===== src/rtl/bcd_pkg.sv =====
// Shared BCD/binary constants and state type used by the BCD-to-binary converter
// and the binary-to-BCD display path.
package bcd_pkg;

  localparam int BCD_DIGITS = 6;
  localparam int BIN_W      = 20;
  localparam int BCD_W      = 24;
  localparam int IDX_W      = 3;

  localparam logic [IDX_W-1:0] LAST_IDX = IDX_W'(BCD_DIGITS - 1);

  typedef enum logic [1:0] {
    IDLE = 2'd0,
    CONV = 2'd1,
    FIN  = 2'd2
  } state_t;

  // True when any packed nibble lies outside 0..9.
  function automatic logic has_invalid_digit(input logic [BCD_W-1:0] value);
    logic bad;
    bad = 1'b0;
    for (int i = 0; i < BCD_DIGITS; i++) begin
      if (value[i*4 +: 4] > 4'd9) begin
        bad = 1'b1;
      end
    end
    return bad;
  endfunction

endpackage


===== src/rtl/bcd2bin_seq_if.sv =====
// Request/result bundle for the sequential BCD-to-binary converter.
interface bcd2bin_seq_if;
  import bcd_pkg::*;

  logic             START;
  logic [BCD_W-1:0] BCD_IN;
  logic             BUSY;
  logic             DONE;
  logic [BIN_W-1:0] BIN_OUT;
  logic             ERR;

  modport master (
    output START,
    output BCD_IN,
    input  BUSY,
    input  DONE,
    input  BIN_OUT,
    input  ERR
  );

  modport slave (
    input  START,
    input  BCD_IN,
    output BUSY,
    output DONE,
    output BIN_OUT,
    output ERR
  );

endinterface


===== src/rtl/mul10_add.sv =====
// One Horner step of the conversion: result = acc*10 + digit, truncated to BIN_W.
module mul10_add
  import bcd_pkg::*;
(
  input  logic [BIN_W-1:0] acc,
  input  logic [3:0]       digit,
  output logic [BIN_W-1:0] result
);

  // Shift-and-add keeps the x10 free of a real multiplier.
  assign result = (acc << 3) + (acc << 1) + {{(BIN_W-4){1'b0}}, digit};

endmodule


===== src/rtl/bcd2bin_seq.sv =====
// Sequential six-digit BCD to binary converter, one digit per clock, MSD first.
// Optional range checking of the latched nibbles is enabled by BCD2BIN_RANGE_CHECK_EN.
module bcd2bin_seq
  import bcd_pkg::*;
(
  input logic          CLK,
  input logic          RST,
  bcd2bin_seq_if.slave bus
);

  state_t           state;
  logic [BCD_W-1:0] operand;
  logic [BIN_W-1:0] acc;
  logic [IDX_W-1:0] index;
  logic [3:0]       digit;
  logic [BIN_W-1:0] next_acc;
  logic             busy;
  logic             done;
  logic [BIN_W-1:0] bin_out;
  logic             range_err;

  assign digit = operand[{index, 2'b00} +: 4];

  mul10_add u_mul10_add (
    .acc    (acc),
    .digit  (digit),
    .result (next_acc)
  );

`ifdef BCD2BIN_RANGE_CHECK_EN
  logic err;
  assign range_err = has_invalid_digit(operand);
  assign bus.ERR   = err;
`else
  assign range_err = 1'b0;
  assign bus.ERR   = 1'b0;
`endif

  // Reset wins over everything, so an interrupted conversion never reaches DONE.
  always_ff @(posedge CLK) begin
    if (!RST) begin
      state   <= IDLE;
      operand <= '0;
      acc     <= '0;
      index   <= '0;
      busy    <= 1'b0;
      done    <= 1'b0;
      bin_out <= '0;
`ifdef BCD2BIN_RANGE_CHECK_EN
      err     <= 1'b0;
`endif
    end else begin
      done <= 1'b0;
      case (state)
        IDLE, FIN: begin
          if (bus.START) begin
            operand <= bus.BCD_IN;
            acc     <= '0;
            index   <= LAST_IDX;
            busy    <= 1'b1;
            state   <= CONV;
          end else begin
            state   <= IDLE;
          end
        end
        CONV: begin
          acc <= next_acc;
          if (index == '0) begin
            bin_out <= range_err ? '0 : next_acc;
            done    <= 1'b1;
            busy    <= 1'b0;
            state   <= FIN;
`ifdef BCD2BIN_RANGE_CHECK_EN
            err     <= range_err;
`endif
          end else begin
            index <= index - 1'b1;
          end
        end
        default: begin
          state <= IDLE;
          busy  <= 1'b0;
        end
      endcase
    end
  end

  assign bus.BUSY    = busy;
  assign bus.DONE    = done;
  assign bus.BIN_OUT = bin_out;

endmodule


===== src/flat_wrapper.sv =====
// flat-port wrapper written by rule: the top's interface ports become plain ports
module bcd2bin_seq_flat import bcd_pkg::*;
  (CLK, RST, bus_START, bus_BCD_IN, bus_BUSY, bus_DONE, bus_BIN_OUT, bus_ERR);
  bcd2bin_seq_if bus_i ();
  input logic CLK;
  input logic RST;
  input wire logic [$bits(bus_i.START)-1:0] bus_START;
  input wire logic [$bits(bus_i.BCD_IN)-1:0] bus_BCD_IN;
  output wire logic [$bits(bus_i.BUSY)-1:0] bus_BUSY;
  output wire logic [$bits(bus_i.DONE)-1:0] bus_DONE;
  output wire logic [$bits(bus_i.BIN_OUT)-1:0] bus_BIN_OUT;
  output wire logic [$bits(bus_i.ERR)-1:0] bus_ERR;
  assign bus_i.START = bus_START;
  assign bus_i.BCD_IN = bus_BCD_IN;
  assign bus_BUSY = bus_i.BUSY;
  assign bus_DONE = bus_i.DONE;
  assign bus_BIN_OUT = bus_i.BIN_OUT;
  assign bus_ERR = bus_i.ERR;
  bcd2bin_seq u_core (.CLK(CLK), .RST(RST), .bus(bus_i));
endmodule

===== config.mk =====
export PLATFORM = sky130hd
export DESIGN_NAME = bcd2bin_seq_flat
export DESIGN_NICKNAME = d
export VERILOG_FILES = /design/src/rtl/bcd_pkg.sv /design/src/rtl/bcd2bin_seq_if.sv /design/src/rtl/mul10_add.sv /design/src/rtl/bcd2bin_seq.sv /design/src/flat_wrapper.sv
export SDC_FILE = /design/constraint.sdc
export NUM_CORES = 1
export LEC_CHECK = 0
export BUFFER_PORTS_ARGS = -buffer_cell sky130_fd_sc_hd__buf_2
export CAP_MARGIN = 20
export CORE_UTILIZATION = 35
export DETAILED_ROUTE_END_ITERATION = 8
export HOLD_SLACK_MARGIN = 0.03
export PLACE_DENSITY_LB_ADDON = 0.15
export REMOVE_ABC_BUFFERS = 1
export SYNTH_ARGS = -nofsm -noshare
export SYNTH_HDL_FRONTEND = slang
export SYNTH_SLANG_ARGS = --single-unit

===== constraint.sdc =====
create_clock -name CLK -period 6.87 [get_ports CLK]
set_input_delay 0.3435 -clock CLK [delete_from_list [all_inputs] [get_ports CLK]]
set_output_delay 0.3435 -clock CLK [all_outputs]
set_load 0.01 [all_outputs]

# Yosys cells after proc, flatten, opt, wreduce, memory -nomap -nowiden
# Index checks and enable logic that the tools add are counted.
[op_classes]
n_mux = 12
n_reduce_logical = 10
n_eq_ne = 5
n_shift = 1
add_sub_neg = 3
[op_table]
columns = ["cell", "count"]
rows = [
  ["$pmux 19 s2", 1],
  ["$shiftx 24x6->4", 1],
  ["$add 20x20->20", 1],
  ["$add 20x4->20", 1],
  ["$mux 19", 1],
  ["$reduce_and 2->1", 5],
  ["$mux 3", 2],
  ["$pmux 3 s2", 1],
  ["$mux 1", 4],
  ["$ne 2x2->1 const B", 2],
  ["$pmux 2 s2", 1],
  ["$logic_not 3->1", 1],
  ["$reduce_and 3->1", 1],
  ["$sub 3x1->3 const B", 1],
  ["$eq 2x1->1 const B", 1],
  ["$eq 2x2->1 const B", 1],
  ["$logic_not 2->1", 1],
  ["$mux 2", 1],
  ["$ne 2x1->1 const B", 1],
  ["$pmux 1 s2", 1],
  ["$reduce_bool 2->1", 1],
  ["$reduce_or 2->1", 1],
]
[totals]
output_inout_bits = 23
reg_bits = 70

# Longest topological paths before layout
[depth]
word_depth = 4
mapped_depth = 13
ltp_nobuf = 13

# Cells and area by module
# A second synthesis with hierarchy kept.
[hier_totals]
hier_cells = 432
area_unflattened_um2 = 3842.4
[modules_own_cells]
columns = ["module", "cells_per_inst", "area_per_inst_um2", "instances", "seq_area_each_um2"]
rows = [
  ["bcd2bin_seq", 301, 2728.9, 1, 1421.4],
  ["mul10_add", 131, 1113.6, 1, 0.0],
]

# Least setup slack after synthesis
# Ideal clock, no wire load.
[synth_timing]
path_kind = "flip-flop to flip-flop"
start = "reg u_core.index[0]"
end = "reg u_core.acc[16]"
setup_time_ns = 0.083
slack_ns = 3.367
path_stages_with_launch = 14
path_buffers = 1
t_arrival_ns = 3.420
path_cell_list = "dfxtp_1 > buf_1 > mux4_2 > nand2_1 > o21ai_0 > ha_1 > ha_1 > fa_1 > a21o_1 > nand4_1 > a21oi_1 > a311o_1 > o21a_1 > o221ai_1"
[synth_between]
elab_chain_cells = 3
[synth_lines]
columns = ["element", "line", "source"]
rows = [
  ["from (decl)", "bcd2bin_seq.sv:14", "logic [IDX_W-1:0] index;"],
  ["from (signal assigned)", "bcd2bin_seq.sv:77", "index <= index - 1'b1;"],
  ["$shiftx 24x6->4", "bcd2bin_seq.sv:22", "assign digit = operand[{index, 2'b00} +: 4];"],
  ["$add 20x4->20", "mul10_add.sv:11", "assign result = (acc << 3) + (acc << 1) + {{(BIN_W-4){1'b0}}, digit};"],
  ["$pmux 19 s2", "bcd2bin_seq.sv:54", "case (state)"],
  ["to (signal assigned)", "bcd2bin_seq.sv:67", "acc <= next_acc;"],
  ["to (decl)", "bcd2bin_seq.sv:13", "logic [BIN_W-1:0] acc;"],
]
# Every way passes these cells.
# A chain may end at the register's enable or synchronous reset.

# Worst setup path after layout
[layout_timing]
start = "reg u_core.index[0]"
end = "reg u_core.bin_out[18] (netlist: u_core.bus.BIN_OUT[18])"
[layout_between]
elab_chain_cells = 2
elab_cells_between_ends = 4
cone_classes = "1 x add/sub; 1 x shift; 2 x reduce/logical"
[layout_lines]
columns = ["element", "line", "source"]
rows = [
  ["$shiftx 24x6->4 or $logic_not 3->1 (tied branches)", "bcd2bin_seq.sv:22, bcd2bin_seq.sv:68", ""],
  ["$add 20x4->20 or $reduce_and 2->1 (tied branches)", "n/a", ""],
  ["to (signal assigned)", "bcd2bin_seq.sv:69", "bin_out <= range_err ? '0 : next_acc;"],
  ["to (decl)", "bcd2bin_seq.sv:19", "logic [BIN_W-1:0] bin_out;"],
]
# Several ways; a longest one is shown, not always the timed one.

==> run_results.csv <==
group,metric,value,unit
floorplanning,fp.dieH,108,um
pwr,sw_frac_of_total,0.295,
logic_synthesis,syn-cell-area,3940,um^2
pwr,power.leakage,1.91,nW
timing,slew_viol_final,0,
finish,area_growth,12.7,%
critical_path,crit_buf_inv,0,
timing,setup_viol,0,
logic_synthesis,synth-seq-area-share,0.356,
floorplanning,dieArea,11700,um^2
floorplanning,io_pins,50,
critical_path,path_max_fanout,11,
place,pre_cts_ws,3180,ps
floorplanning,die_w,108,um
clock_tree,cts_resized,0,
global_route,track_usage,0.182,
status,status,"finished clean",
place,port_buffers,48,
critical_path,critPathArrivalTime,3930,ps
clock_tree,clk_path_buf_depth,2,
critical_path,cpLargestDelayFamily,"compound AO/OA/AOI/OAI gates",
floorplanning,fp.coreArea,10900,um^2
logic_synthesis,synth_edf_count,0,
logic_synthesis,syn_inst,485,
critical_path,crit_path_end_kind,"register",
logic_synthesis,netlist.area_leader.share,0.356,
critical_path,slowest_stage,"dfxtp_1",
place,placedInstanceArea,4260,um^2
timing,fin_skew,14.4,ps
timing,worst_pin_slew,815,ps
clock_tree,clk_pin_slew,80,ps
logic_synthesis,synth_cell_types,50,
timing,hold_viol,0,
global_route,antenna_found_initial,0,
pwr,switchingPower,0.252,mW
clock_tree,htree_levels,3,
finish,drive_gt1_frac,0.154,
worst_hold_path,hold_class,"in2reg",
job,drv_cap,0,
finish,layout_common_cells,"nand2_1 (82), dfxtp_1 (70), a21oi_1 (57), buf_2 (48), ha_1 (36)",
clock_tree,hold_buffers,0,
critical_path,ff2ff_path_depth,12,
clock_tree,insertion_delay,360,ps
logic_synthesis,avgSynthCellArea,8.11,um^2
timing,period_share,0.536,
finish,final_common_cell,"nand2_1",
detailed_routing,drt-total-wl,9.79,mm
detailed_routing,drc_errors,0,
detailed_routing,drt_first_pass_iters,4,
pwr,internal-power,0.602,mW
timing,period_needed,3680,ps
detailed_routing,avgViaCountPerCell,5.25,
critical_path,slowest_delay,680,ps
finish,stdcell_area,4430,um^2
logic_synthesis,ys_seq_elements,70,
clock_tree,post_cts.repair.setup_buffers,0,
pwr,p_clk_frac,0.364,
floorplanning,rows,38,
place,dp_hpwl,7.11,mm
pwr,pwr-share-seq,0.507,
detailed_routing,ant_nets,0,
critical_path,crit_chain,"mux4_2 > nand2_1 > o21ai_0 > ha_1 > ha_1 > fa_1 > a21o_1 > nand4_1 > a21oi_1 > o211ai_1 > a21oi_1 > a311o_1",
critical_path,crit_cells,12,
clock_tree,tritoncts,"done",
logic_synthesis,ys_warn_count,0,
logic_synthesis,ys.flop_type,"dfxtp_1",
pwr,p_per_area,193,nW/um^2
critical_path,reg2reg_to,"u_core.bus.BIN_OUT[18]$_SDFFE_PN0P_",
global_route,grt.overflow.total,0,
clock_tree,cts_sinks,70,
logic_synthesis,yosys-top-cells-area,"dfxtp_1 (36%), ha_1 (11%), nand2_1 (7.8%)",
detailed_routing,wl_per_cell,14.8,um
critical_path,critical_path_required,7120,ps
detailed_routing,dr.first_iter.drc_count,151,
clock_tree,root_buffer,"clkbuf_8",
critical_path,path_class,"reg2reg",
logic_synthesis,synth_top_area_cell,"dfxtp_1",
finish,fin_nets,581,
logic_synthesis,async_reset_ff_frac,0,
global_route,grt_pass1_wl,16.4,mm
timing,fin_ws,3190,ps
finish,diodes,0,
finish,post-route-util,0.407,
global_route,grt_max_degree,47,
clock_tree,cts_buffers,9,
critical_path,start_kind,"register",
place,routabilityCongestion,0.808,
global_route,grt_pass1_vias,3304,
finish,fillers,1147,
timing,finalSetupTns,0,ps
timing,rsz0062_at_grt,"false",
timing,slew_headroom,0.455,
detailed_routing,via_count,3472,
floorplanning,initial_core_util,0.361,
finish,seq_area,1400,um^2
critical_path,crit_end,"u_core.bus.BIN_OUT[18]$_SDFFE_PN0P_",
timing,max_freq,272,MHz
pwr,irDropWorstVdd,0.0000805,V
critical_path,r2r-start,"u_core.index[0]$_SDFFE_PN0P_",
pwr,combPwrFrac,0.128,
critical_path,r2r_slack,3190,ps
critical_path,critPathLaunch,"u_core.index[0]$_SDFFE_PN0P_",
finish,multi_input_area,2340,um^2
[routing by layer]
layer,up-vias,GRT usage,routed length [um]
met3,12,0.0458,391
met1,1596,0.229,4630
li1,1792,-,-
met2,72,0.306,4640
met5,-,0,0
met4,0,0.0509,121
[logic make-up (layout without fill, tap and decap cells)]
logic type      Yosys count  after routing  synth area share
other cells               1              1          0.000953
buf+inv                  48             84            0.0496
simple gates            182            182             0.209
compound gates          128            128             0.204
flops                    70             70             0.356
fa+ha+maj                38             38             0.125
xor+xnor                  9              9            0.0200
mux                       9              9            0.0356
[state kept, by name, summed over array words and instances, names as in the netlist]
name and count:
u_core.operand 24, u_core.index 3, u_core.acc 19, u_core.state 2, u_core.bus.BUSY 1, u_core.bus.DONE 1, u_core.bus.BIN_OUT 20
[power groups by stage]
stage	logic, mW	registers (mW)	clock network [mW]
global placement	0.108	0.443	0
finish	0.110	0.434	0.311
detailed placement	0.111	0.444	0
CTS	0.111	0.434	0.319
floorplan	0.0676	0.441	0
global route	0.124	0.436	0.338
[cell type report]
type,count,area share
clock buffer,11,0.0319
clock inverter,5,0.00762
inverter,14,0.0119
multi-input combinational,367,0.529
sequential,70,0.316
tap,140,0.0395
timing repair buffer,54,0.0644
[synth_stat cells, types with 4 or more instances]
cell type and count:
a21o_1 7, a21oi_1 57, a22oi_1 8, a31oi_1 5, buf_1 6, clkbuf_1 23, dfxtp_1 70, ha_1 36
inv_1 14, mux2i_1 5, mux4_2 4, nand2_1 82, nand2b_1 7, nand3_1 25, nand4_1 13, nor2_1 32
nor3_1 7, o211ai_1 5, o21a_1 6, o21ai_0 16, xnor2_1 6
[worst min path at each step]
stage                                                   from                            endpoint  slack [ps]  depth (start not counted)
after floorplan              u_core.operand[10]$_SDFFE_PN0P_     u_core.operand[10]$_SDFFE_PN0P_         430                          2
after global routing                          bus_BCD_IN[11]     u_core.operand[11]$_SDFFE_PN0P_         200                          3
after detailed placement     u_core.operand[13]$_SDFFE_PN0P_     u_core.operand[13]$_SDFFE_PN0P_         450                          2
final                                          bus_BCD_IN[1]      u_core.operand[1]$_SDFFE_PN0P_         220                          3
after CTS                                      bus_BCD_IN[1]      u_core.operand[1]$_SDFFE_PN0P_         200                          3
after global placement    u_core.bus.BIN_OUT[3]$_SDFFE_PN0P_  u_core.bus.BIN_OUT[3]$_SDFFE_PN0P_         440                          2
[per-stage QoR]
stage               total power, mW  hold slack [ps]  instances
detailed placement            0.555              445        645
global placement              0.552              443        645
global route                  0.899              202        661
finish                        0.855              218        661
CTS                           0.864              202        661
floorplan                     0.509              433        451
[worst min-delay path, delay by kind of cell]
kind,cells,cell delay (ps)
compound gates,1,50
buf+inv,1,90
simple gates,1,40
Power figures use the tool's default switching activity.
